## config.mk

```make
export PLATFORM = sky130hd
export DESIGN_NAME = gaplus_starfield
export DESIGN_NICKNAME = d
export VERILOG_FILES = /design/src/rtl/gaplus_starfield.sv
export SDC_FILE = /design/constraint.sdc
export NUM_CORES = 1
export LEC_CHECK = 0
export ABC_AREA = 1
export BUFFER_PORTS_ARGS = -buffer_cell sky130_fd_sc_hd__buf_2
export CAP_MARGIN = 15
export CORE_MARGIN = 10
export CORE_UTILIZATION = 58
export DETAILED_ROUTE_END_ITERATION = 10
export GPL_ROUTABILITY_DRIVEN = 0
export HOLD_SLACK_MARGIN = 0.08
export MAX_ROUTING_LAYER = met4
export PLACE_DENSITY = 0.74
export SYNTH_ARGS = -nofsm -noshare
export SYNTH_HDL_FRONTEND = slang
export SYNTH_SLANG_ARGS = --single-unit
export TNS_END_PERCENT = 1
```

## constraint.sdc

```tcl
create_clock -name CLK -period 4.4 [get_ports CLK]
set_input_delay 0.44 -clock CLK [delete_from_list [all_inputs] [get_ports CLK]]
set_output_delay 0.44 -clock CLK [all_outputs]
set_load 0.005 [all_outputs]
```

## src/rtl/gaplus_starfield.sv

```systemverilog
`default_nettype none
// +--------------------------------------------------------------------------+
// | Module   : gaplus_starfield                                              |
// | Brief    : Gaplus starfield - CPU control registers, three scrolling    |
// |            hashed star layers and a two-stage pixel pipeline.            |
// | Revision : 1.0 - initial release                                         |
// +--------------------------------------------------------------------------+
module gaplus_starfield #(
    parameter int SCRL_W    = 13,
    parameter int DENS_BITS = 6
) (
    input  logic       CLK,
    input  logic       RESET,
    input  logic       PCLK_EN,
    input  logic [8:0] HPOS,
    input  logic [8:0] VPOS,
    input  logic       HBLK,
    input  logic       VBLK,
    input  logic [1:0] CPU_AD,
    input  logic [7:0] CPU_DT,
    input  logic       CPU_WE,
    output logic [5:0] STAR_COL,
    output logic       STAR_EN
);

    localparam int          C_LAYERS   = 3;
    localparam logic [15:0] C_HASH_MUL = 16'd40503;

    logic                cpu_we_q;
    logic                vblk_q;
    logic [7:0]          ctrl_q [4];
    logic [7:0]          vpos_q;
    logic                blank_q;
    logic                en_q;
    logic [5:0]          star_col_q;
    logic [5:0]          star_col_d;
    logic                star_en_q;
    logic                star_en_d;

    logic                w_wr;
    logic                w_tick;
    logic [C_LAYERS-1:0] w_hit;
    logic [5:0]          w_col [C_LAYERS];

    // Rising-edge detection keeps a held strobe or a long VBLK to one event.
    assign w_wr   = CPU_WE & ~cpu_we_q;
    assign w_tick = VBLK & ~vblk_q;

    always_ff @(posedge CLK) begin
        if (RESET) begin
            cpu_we_q <= 1'b0;
            vblk_q   <= 1'b0;
            for (int i = 0; i < 4; i++) begin
                ctrl_q[i] <= 8'h00;
            end
        end else begin
            cpu_we_q <= CPU_WE;
            vblk_q   <= VBLK;
            if (w_wr) begin
                ctrl_q[CPU_AD] <= CPU_DT;
            end
        end
    end

    generate
        for (genvar n = 0; n < C_LAYERS; n++) begin : g_layer
            localparam logic [15:0] C_SALT = 16'(n * 32'h3C5A);

            logic [SCRL_W-1:0] scrl_q;
            logic [8:0]        x_q;
            logic [SCRL_W-1:0] w_speed;
            logic [15:0]       w_hash;
            logic              unused_hash;

            assign w_speed = {{(SCRL_W-8){ctrl_q[n+1][7]}}, ctrl_q[n+1]};

            // The tick reads ctrl_q before any same-edge write lands.
            always_ff @(posedge CLK) begin
                if (RESET) begin
                    scrl_q <= '0;
                    x_q    <= '0;
                end else begin
                    if (w_tick) begin
                        scrl_q <= scrl_q + w_speed;
                    end
                    if (PCLK_EN) begin
                        x_q <= HPOS + scrl_q[SCRL_W-1 -: 9];
                    end
                end
            end

            assign w_hash      = ({7'd0, x_q} * C_HASH_MUL) ^ {vpos_q, vpos_q} ^ C_SALT;
            assign w_hit[n]    = (w_hash[15 -: DENS_BITS] == '0);
            assign w_col[n]    = (w_hash[5:0] == 6'd0) ? 6'h3F : w_hash[5:0];
            assign unused_hash = ^w_hash;
        end
    endgenerate

    // Walk from the back layer forward so layer 0 is written last and wins.
    always_comb begin
        star_en_d  = 1'b0;
        star_col_d = 6'd0;
        if (en_q && !blank_q) begin
            for (int i = C_LAYERS - 1; i >= 0; i--) begin
                if (w_hit[i]) begin
                    star_en_d  = 1'b1;
                    star_col_d = w_col[i];
                end
            end
        end
    end

    always_ff @(posedge CLK) begin
        if (RESET) begin
            vpos_q     <= 8'd0;
            blank_q    <= 1'b0;
            en_q       <= 1'b0;
            star_col_q <= 6'd0;
            star_en_q  <= 1'b0;
        end else if (PCLK_EN) begin
            vpos_q     <= VPOS[7:0];
            blank_q    <= HBLK | VBLK;
            en_q       <= ctrl_q[0][0];
            star_col_q <= star_col_d;
            star_en_q  <= star_en_d;
        end
    end

    assign STAR_COL = star_col_q;
    assign STAR_EN  = star_en_q;

    logic unused_in;
    assign unused_in = ^{VPOS[8], ctrl_q[0][7:1]};

endmodule
`default_nettype wire

```

==> results.toml, run 1 <==
[placed_design]
numPlacedInstances = 1913
port_buffers = 39
hpwlAfterDp_mm = 22.3
placedInstanceArea_um2 = 12900

[min_path]
hold_path_startpoint = "RESET"
worst_hold_path.num_cells = 2
holdPathEnd = "cpu_we_q$_SDFF_PP0_"
holdCritPathClass = "in2reg"

[sta]
rsz_0062_raised_after_global_routing = "true"
timing.slew.headroom_pct = 32.5
slew_viol_final = 0
post-route-min-period_ns = 4.30
final.hold.worst_slack_ns = 0.270
final_hold_viol_count = 0
max_freq_mhz = 233
fin_tns_setup_ns = 0
final_setup_viols = 0
timing_worst_slew_pin_value_ns = 1.01
final.period_utilization_pct = 97.6
clock-skew-final_ns = 0.0113

[grt]
grt_overflow = 0
first_global_vias = 10100
grt_max_degree = 58
antenna_found_initial = 1
global_route.usage.total_pct = 20.3
global_route_wire_length_before_repair_mm = 46.1

[clock_tree]
htree_levels = 3
hold_fix_buffers_cts = 0
clkLatencyLatePin_ns = 0.37
clock_tree_from_tritoncts = "built"
ctsLongestPathBuffers = 2
cts.sink_count = 110
root_buffer = "sky130_fd_sc_hd__clkbuf_16"
clkTransAtPathRegs_ns = 0.08
cts_made_buffers = 9

[logic_synthesis]
syn_area_per_cell_um2 = 7.70
netlist_instances = 1600
netlist_area_um2 = 12300
ys.warnings.count = 0
synthArstFlopShare_pct = 0
synth_seq_area_share_pct = 19.9
synth_edf_count = 25
ys.flop_type = "sky130_fd_sc_hd__dfxtp_1"
post_synth_num_cell_types = 43
net_count_synth = 1904
ys_seq_elements = 110

[worst_setup_path]
largest_driver_fanout_on_the_critical_path = 5
path_class = "reg2reg"
crit_path_end_kind = "flop"
reg2reg_to = "STAR_COL[1]$_SDFFE_PP0P_"
timing.reg2reg.setup_slack_ns = 0.10
timing.critical_path.required_ns = 4.69
regToRegStartpoint = "g_layer[2].x_q[7]$_SDFFE_PP0P_"
worst_stage_delay_on_the_critical_path_ns = 0.52
critical_path.slowest_cell = "sky130_fd_sc_hd__fa_1"
worstPathCellList = "buf_4, inv_1, ha_1, inv_1, fa_1, inv_1, fa_1, inv_1, fa_1, ha_4, nand2_1, nor2_2, nand3_1, nand3_2, inv_1, nand3_2, nand2_2, nor2_4, nand3_1, nand2_1, nand2_1, nand2_1, nand2_1, a21oi_2"
reg2reg_depth = 24
critical_path_arrival_ns = 4.59
crit_path_start_kind = "flop"

[finish]
syn_to_final_growth_pct = 10.6
finish.net_count = 1955
final_common_cell = "sky130_fd_sc_hd__inv_1"
fill_cells = 1817
layout-drive-gt1-share_pct = 12.1
instances_no_fill = 1932
multiInputGateArea_um2 = 9020
final_cell_area_um2 = 13600
layout.area.seq_um2 = 2460
mostFrequentLayoutCells = "sky130_fd_sc_hd__inv_1 (277), sky130_fd_sc_hd__nand2_1 (224), sky130_fd_sc_hd__nor2_1 (199), sky130_fd_sc_hd__ha_1 (158), sky130_fd_sc_hd__o21ai_0 (100)"

[routing]
drt_iter0_markers = 568
final_antenna_net_count = 0
met2_wirelength_mm = 13.9
drt_drc_violations_left = 0
wl_per_cell_um = 14.6
via_per_inst = 5.23
routed.top_layer = "met4"
totalWireLength_mm = 28.1
via_count = 10100
drt_first_pass_iters = 7
post_route_met1_wirelength_mm = 12.5
met3_wirelength_um = 822

[floorplanning]
ios = 41
floorplan.die.height_um = 166
coreArea_um2 = 21000
initial_util_pct = 58.8
num_rows = 53
chipWidth_um = 166
dieArea_um2 = 27500

[power]
vdd_ir_drop_max_mv = 0.245
p_leak_nw = 7.34
power-per-cell-area_nw_per_um2 = 524

[flow_run]
max-cap-violations = 0

[outcome]
outcome = "completed"
## worst max-delay path, delay by kind of cell (launching register included)
| kind | cells | cell delay (ns) |
|---|---|---|
| buffers and inverters | 6 | 0.42 |
| AOI/OAI and AO/OA | 1 | 0.11 |
| DFF | 1 | 0.35 |
| adders and majority gates | 5 | 2.11 |
| and+or+nand+nor | 12 | 1.24 |
## per-layer routing
metal | vias to the layer above | GRT usage, %
met5 | - | -
met4 | 0 | 7.43
met3 | 63 | 2.70
met2 | 184 | 35.0
met1 | 4661 | 23.7
li1 | 5201 | -
## flip-flops by register name, indices dropped and copies added, names as in the netlist
register        cells
blank_q             1
g_layer.x_q        27
vblk_q              1
vpos_q              8
cpu_we_q            1
en_q                1
STAR_COL            6
g_layer.scrl_q     39
ctrl_q             25
STAR_EN             1
## metrics by stage
step	worst slack, ns	utilization [%]	total power [mW]
2_1_floorplan	0.206	-	4.68
3_3_place_gp	0.0263	61.7	5.48
3_5_place_dp	-0.0554	61.7	5.59
4_1_cts	0.00625	63.4	6.55
5_1_grt	-0.140	65.0	7.85
6_report	0.105	65.0	7.15
## cell type report
type / instances / share of cell area (%)
Clock inverter: 7 / 0.560
Clock buffer: 9 / 1.65
Tap cell: 275 / 2.52
Antenna cell: 1 / 0.0184
Sequential cell: 110 / 18.1
Timing Repair Buffer: 68 / 3.03
Multi-Input combinational cell: 1172 / 66.2
Inverter: 290 / 7.99
## repair_timing
action                                  4_1_cts  5_1_grt
gates resized for setup                       9       86
endpoints found under the setup margin        7        7
endpoints found under the hold margin         0        0
pin swaps                                     3       50
buffers inserted                              0        2
## worst max path at each step
stage / end / slack (ns) / cells after the start / start
3_5_place_dp: STAR_COL[5]$_SDFFE_PP0P_ / -0.06 / 22 / g_layer[1].x_q[6]$_SDFFE_PP0P_
4_1_cts: STAR_COL[1]$_SDFFE_PP0P_ / 0.006 / 23 / g_layer[2].x_q[6]$_SDFFE_PP0P_
6_report: STAR_COL[1]$_SDFFE_PP0P_ / 0.10 / 24 / g_layer[2].x_q[7]$_SDFFE_PP0P_
5_1_grt: STAR_COL[2]$_SDFFE_PP0P_ / -0.14 / 25 / g_layer[2].x_q[7]$_SDFFE_PP0P_
3_3_place_gp: STAR_COL[4]$_SDFFE_PP0P_ / 0.03 / 24 / g_layer[1].x_q[6]$_SDFFE_PP0P_
2_1_floorplan: STAR_COL[4]$_SDFFE_PP0P_ / 0.21 / 21 / g_layer[1].x_q[6]$_SDFFE_PP0P_
## logic make-up after synthesis
kind of cell	share of synthesized area [%]
AND/OR/NAND/NOR	19.8
XOR/XNOR	6.47
flip-flops	19.9
adder cells (fa/ha/maj)	33.4
AO/OA/AOI/OAI	10.5
buffers and inverters	9.88
## where the power goes
group	switching [mW]	internal [mW]
Combinational	3.09	2.02
Sequential	0.0811	1.11
Clock	0.445	0.404
Total	3.61	3.54
## synthesized netlist by cell type, drive strengths merged (2+ instances only)
library cell    n  area share (%)
a21boi          3            0.18
a21o            8            0.49
a21oi         104             4.7
a31oi           6            0.30
buf             8            0.44
clkbuf         20            0.61
dfxtp          85              14
edfxtp         25             6.1
fa             99              16
ha            171              17
inv           289             8.8
nand2         254             7.9
nand3          73             3.2
nand3b          8            0.52
nand4          19            0.96
nor2          214             6.8
nor3            7            0.32
o2111ai         4            0.28
o21ai         106             4.3
o221ai          2            0.14
xnor2          38             2.7
xor2           53             3.8
(Power assumes the default switching activity.)
==> run 2: changes to the inputs <==
Settings changed: BUFFER_PORTS_ARGS -buffer_cell sky130_fd_sc_hd__buf_2 to default, CORE_UTILIZATION 58 to 60, DONT_BUFFER_PORTS from default to 1, MAX_ROUTING_LAYER met4 to default, PLACE_DENSITY 0.74 to 0.75.
==> results.toml, run 2 (synthesis gave the netlist of run 1 again) <==
[outcome]
outcome = "completed"

[floorplanning]
initial_util_pct = 60.9
ios = 41
coreArea_um2 = 20200
chipWidth_um = 163
floorplan.die.height_um = 163
dieArea_um2 = 26700
num_rows = 52

[sta]
final_setup_viols = 0
final_hold_viol_count = 0
final.period_utilization_pct = 98.4
clock-skew-final_ns = 0.0152
timing_worst_slew_pin_value_ns = 0.963
final.hold.worst_slack_ns = 0.161
post-route-min-period_ns = 4.33
timing.slew.headroom_pct = 35.7
worst_slack_ns = 0.0724
max_freq_mhz = 231
fin_tns_setup_ns = 0
slew_viol_final = 0
rsz_0062_raised_after_global_routing = "true"

[finish]
layout.area.seq_um2 = 2460
top_register = "g_layer.scrl_q"
layout-drive-gt1-share_pct = 9.69
antennaDiodeCount = 0
mostFrequentLayoutCells = "sky130_fd_sc_hd__inv_1 (279), sky130_fd_sc_hd__nand2_1 (230), sky130_fd_sc_hd__nor2_1 (199), sky130_fd_sc_hd__ha_1 (161), sky130_fd_sc_hd__o21ai_0 (100)"
final_common_cell = "sky130_fd_sc_hd__inv_1"
utilization_pct = 66.3
largest_register_ff_count = 39
fill_cells = 1679
biggest_regs = "g_layer.scrl_q x39, g_layer.x_q x27, ctrl_q x25"
finish.net_count = 1920
multiInputGateArea_um2 = 8960
syn_to_final_growth_pct = 8.84

[worst_setup_path]
critical_path.slowest_cell = "sky130_fd_sc_hd__fa_1"
gate_family_responsible_for_the_most_delay_along_the_worst_path = "adder cells"
path_class = "reg2reg"
crit_path_start_kind = "flop"
worstPathBufferInverterCount = 6
largest_driver_fanout_on_the_critical_path = 5
worst_stage_delay_on_the_critical_path_ns = 0.54
timing.critical_path.required_ns = 4.70
crit_path_end_kind = "flop"
critical_path_arrival_ns = 4.63

[power]
p_leak_nw = 7.19
power-per-cell-area_nw_per_um2 = 534
vdd_ir_drop_max_mv = 0.296

[routing]
wl_per_cell_um = 15.1
final_antenna_net_count = 0
drt_first_pass_iters = 7
via_count = 10000
drt_drc_violations_left = 0
totalWireLength_mm = 28.6
via_per_inst = 5.31
drt_iter0_markers = 565

[clock_tree]
clkTransAtPathRegs_ns = 0.08
ctsLongestPathBuffers = 2
htree_levels = 3
clock_tree_from_tritoncts = "built"
clkLatencyLatePin_ns = 0.37
cts.sink_count = 110
cts_made_buffers = 9
hold_fix_buffers_cts = 0
root_buffer = "sky130_fd_sc_hd__clkbuf_16"

[placed_design]
port_buffers = 0
hpwlAfterDp_mm = 23.0
dpl_worst_slack_ns = -0.0856

[grt]
grt_overflow = 0
antenna_found_initial = 0
global_route_wire_length_before_repair_mm = 47.3
global_route.usage.total_pct = 21.6
grt_max_degree = 59
first_global_vias = 9892

[min_path]
holdCritPathClass = "in2reg"

[flow_run]
max-cap-violations = 0
## run 2: cell types whose count changed in the layout (fill, tap and decap cells not counted), moves of 2 or more
cell                      previous run  this run
sky130_fd_sc_hd__nand2_1           224       230
sky130_fd_sc_hd__buf_2              39         0
sky130_fd_sc_hd__inv_1             277       279
sky130_fd_sc_hd__nand2_2            26        21
sky130_fd_sc_hd__ha_1              158       161
sky130_fd_sc_hd__ha_4               12         7
sky130_fd_sc_hd__ha_2                1         3
sky130_fd_sc_hd__buf_4              29        33
## run 2: area by class of cell
class	instances	share of cell area, %
clock buffers	10	1.71
well taps	270	2.52
multi-input cells	1172	66.8
flip-flops and latches	110	18.4
inverters	290	8.12
repair buffers	33	1.85
clock inverters	6	0.616
## run 2: routing by layer
metal | track usage [%] | routed length [µm] | vias to the layer above
met1 | 26.4 | 12800 | 4694
li1 | - | - | 5141
met5 | 0 | 0 | -
met4 | 5.98 | 646 | 0
met3 | 3.32 | 948 | 46
met2 | 38.4 | 14200 | 161
## run 2: worst paths after layout
check	start	end	slack (ns)	depth (start not counted)
setup reg to reg	g_layer[2].x_q[6]$_SDFFE_PP0P_	STAR_COL[2]$_SDFFE_PP0P_	0.07	25
hold / removal	PCLK_EN	g_layer[0].x_q[1]$_SDFFE_PP0P_	0.16	1
setup / recovery	g_layer[2].x_q[6]$_SDFFE_PP0P_	STAR_COL[2]$_SDFFE_PP0P_	0.07	25
hold reg to reg	g_layer[0].scrl_q[12]$_SDFFE_PP0P_	g_layer[0].scrl_q[12]$_SDFFE_PP0P_	0.49	1
## run 2: metrics by stage
step	area (µm²)	cells	power, mW
4_1_cts	13100	1888	6.58
3_3_place_gp	12800	1871	5.46
5_1_grt	13400	1891	7.88
6_report	13400	1891	7.17
2_1_floorplan	12300	1600	4.68
3_5_place_dp	12800	1871	5.59
## run 2: where the power goes
part / total [mW] / switching (mW) / internal, mW
logic: 5.09 / 3.08 / 2.02
clock network: 0.879 / 0.424 / 0.455
registers: 1.19 / 0.0807 / 1.11
total: 7.17 / 3.58 / 3.59
## run 2: timing repair
item / 4_1_cts / 5_1_grt
setup buffers: 1 / 3
pin swaps: 2 / 38
gates resized for setup: 6 / 81
endpoints found under the setup margin: 6 / 7
cloned: 0 / 0
==> run 3: changes to the inputs <==
Settings changed: CORE_UTILIZATION 60 to 30, MAX_ROUTING_LAYER from default to met4, PLACE_DENSITY 0.75 to 0.41.
==> results.toml, run 3 (synthesis gave the netlist of run 1 again) <==
[sta]
post-route-min-period_ns = 4.29
timing.slew.headroom_pct = 42.6
slew_viol_final = 0
max_freq_mhz = 233
final.period_utilization_pct = 97.6
timing_worst_slew_pin_value_ns = 0.858
final_hold_viol_count = 0
worst_slack_ns = 0.106
final_setup_viols = 0
fin_tns_setup_ns = 0
clock-skew-final_ns = 0.0121
rsz_0062_raised_after_global_routing = "true"
final.hold.worst_slack_ns = 0.137

[routing]
drt_first_pass_iters = 4
via_per_inst = 4.50
via_count = 9711
drt_drc_violations_left = 0
final_antenna_net_count = 0
wl_per_cell_um = 15.3
totalWireLength_mm = 33.1
drt_iter0_markers = 314

[worst_setup_path]
worstPathBufferInverterCount = 4
path_class = "reg2reg"
timing.critical_path.required_ns = 4.73
worst_setup_path_startpoint = "g_layer[0].x_q[6]$_SDFFE_PP0P_"
critical_path.slowest_cell = "sky130_fd_sc_hd__fa_1"
worst_stage_delay_on_the_critical_path_ns = 0.56
worstSetupEndpoint = "STAR_EN$_SDFFE_PP0P_"
crit_path_end_kind = "flop"
crit_path_start_kind = "flop"
largest_driver_fanout_on_the_critical_path = 7
worstPathCellList = "fa_1, fa_1, fa_1, inv_1, fa_1, inv_1, ha_4, buf_4, nand2_1, inv_1, a21oi_1, xor2_1, nand3b_1, nor2_8, nand2_4, nand3b_2, nand2_2, a21oi_2"
gate_family_responsible_for_the_most_delay_along_the_worst_path = "adder cells"
regToRegStartpoint = "g_layer[0].x_q[6]$_SDFFE_PP0P_"
reg2reg_depth = 18
critPathMostFrequentCell = "sky130_fd_sc_hd__fa_1"
reg2reg_to = "STAR_EN$_SDFFE_PP0P_"
timing.reg2reg.setup_slack_ns = 0.11
critical_path_arrival_ns = 4.62
critical_path_cell_count = 18

[floorplanning]
coreArea_um2 = 40700
chipWidth_um = 223
dieArea_um2 = 49600
floorplan.die.height_um = 223
num_rows = 74
ios = 41
initial_util_pct = 30.2

[grt]
first_global_vias = 10000
global_route_wire_length_before_repair_mm = 53.4
grt_max_degree = 59
grt_overflow = 0
global_route.usage.total_pct = 13.8
antenna_found_initial = 0

[finish]
utilization_pct = 33.9
largest_register_ff_count = 39
antennaDiodeCount = 0
syn_to_final_growth_pct = 12.0
top_register = "g_layer.scrl_q"
mostFrequentLayoutCells = "sky130_fd_sc_hd__inv_1 (281), sky130_fd_sc_hd__nand2_1 (226), sky130_fd_sc_hd__nor2_1 (199), sky130_fd_sc_hd__ha_1 (157), sky130_fd_sc_hd__fa_1 (99)"
final_common_cell = "sky130_fd_sc_hd__inv_1"
layout-drive-gt1-share_pct = 10.2
finish.net_count = 1924
biggest_regs = "g_layer.scrl_q x39, g_layer.x_q x27, ctrl_q x25"

[power]
pwr-share-clk_pct = 12.5
power.net_switching_mw = 3.67
share_comb_of_total_power_pct = 71.0
design_power_total_mw = 7.28
power-per-cell-area_nw_per_um2 = 528
intPower_mw = 3.61
vdd_ir_drop_max_mv = 0.246
p_leak_nw = 7.22
switching_share_pct = 50.4
power.share.sequential_pct = 16.5

[placed_design]
dpl_worst_slack_ns = -0.0515
port_buffers = 0
hpwlAfterDp_mm = 27.3

[clock_tree]
root_buffer = "sky130_fd_sc_hd__clkbuf_16"
cts.sink_count = 110
hold_fix_buffers_cts = 0
ctsLongestPathBuffers = 2
cts_made_buffers = 9
clock_tree_from_tritoncts = "built"
htree_levels = 3
clkLatencyLatePin_ns = 0.39
clkTransAtPathRegs_ns = 0.09

[flow_run]
max-cap-violations = 0

[min_path]
holdCritPathClass = "in2reg"

[outcome]
outcome = "completed"
## run 3: per-layer routing
layer	global-route usage, %	routed length (µm)
met1	17.1	15900
met2	23.3	15900
met3	1.35	634
met4	4.01	671
met5	-	0
## run 3: through the flow
stage | instances | instance area (µm²)
floorplan | 1600 | 12300
global placement | 2139 | 13100
detailed placement | 2139 | 13100
CTS | 2155 | 13500
global route | 2157 | 13800
finish | 2157 | 13800
## run 3: worst register-to-register path, stage by stage (launching register included)
cell and delay, ns:
sky130_fd_sc_hd__dfxtp_1 0.33, sky130_fd_sc_hd__fa_1 0.56, sky130_fd_sc_hd__fa_1 0.45, sky130_fd_sc_hd__fa_1 0.54
sky130_fd_sc_hd__inv_1 0.05, sky130_fd_sc_hd__fa_1 0.54, sky130_fd_sc_hd__inv_1 0.08, sky130_fd_sc_hd__ha_4 0.25
sky130_fd_sc_hd__buf_4 0.13, sky130_fd_sc_hd__nand2_1 0.09, sky130_fd_sc_hd__inv_1 0.06, sky130_fd_sc_hd__a21oi_1 0.19
sky130_fd_sc_hd__xor2_1 0.09, sky130_fd_sc_hd__nand3b_1 0.26, sky130_fd_sc_hd__nor2_8 0.21, sky130_fd_sc_hd__nand2_4 0.10
sky130_fd_sc_hd__nand3b_2 0.10, sky130_fd_sc_hd__nand2_2 0.06, sky130_fd_sc_hd__a21oi_2 0.14
## run 3: area by class of cell
cell class                      instances  area [µm²]
Timing Repair Buffer                   37         282
Sequential cell                       110        2460
Fill cell                            4353       26900
Inverter                              290        1090
Multi-Input combinational cell       1172        9000
Tap cell                              532         666
Clock inverter                          7        78.8
Clock buffer                            9         225
## run 3: worst min path at each step
| stage | start | endpoint | depth (start not counted) |
|---|---|---|---|
| final | PCLK_EN | g_layer[2].x_q[1]$_SDFFE_PP0P_ | 1 |
| after global routing | RESET | vblk_q$_SDFF_PP0_ | 1 |
| after CTS | RESET | vblk_q$_SDFF_PP0_ | 1 |
| after detailed placement | ctrl_q[0][0]$_SDFFCE_PN0P_ | en_q$_SDFFE_PP0P_ | 2 |
| after global placement | g_layer[0].scrl_q[12]$_SDFFE_PP0P_ | g_layer[0].scrl_q[12]$_SDFFE_PP0P_ | 1 |
| after floorplan | g_layer[0].scrl_q[12]$_SDFFE_PP0P_ | g_layer[0].scrl_q[12]$_SDFFE_PP0P_ | 1 |
## run 3: power by group through the flow
stage          Sequential (mW)  Clock (mW)  Combinational [mW]
2_1_floorplan             1.20           0                3.48
3_3_place_gp              1.22           0                4.56
3_5_place_dp              1.23           0                4.55
4_1_cts                   1.20       0.945                4.69
5_1_grt                   1.21       0.969                5.93
6_report                  1.20       0.911                5.17
## run 3: timing repair
action                                  CTS  global route
pin swaps                                 4            36
gates cloned                              0             0
resized for setup                        12            80
endpoints found under the setup margin    7             7
buffers inserted                          0             2
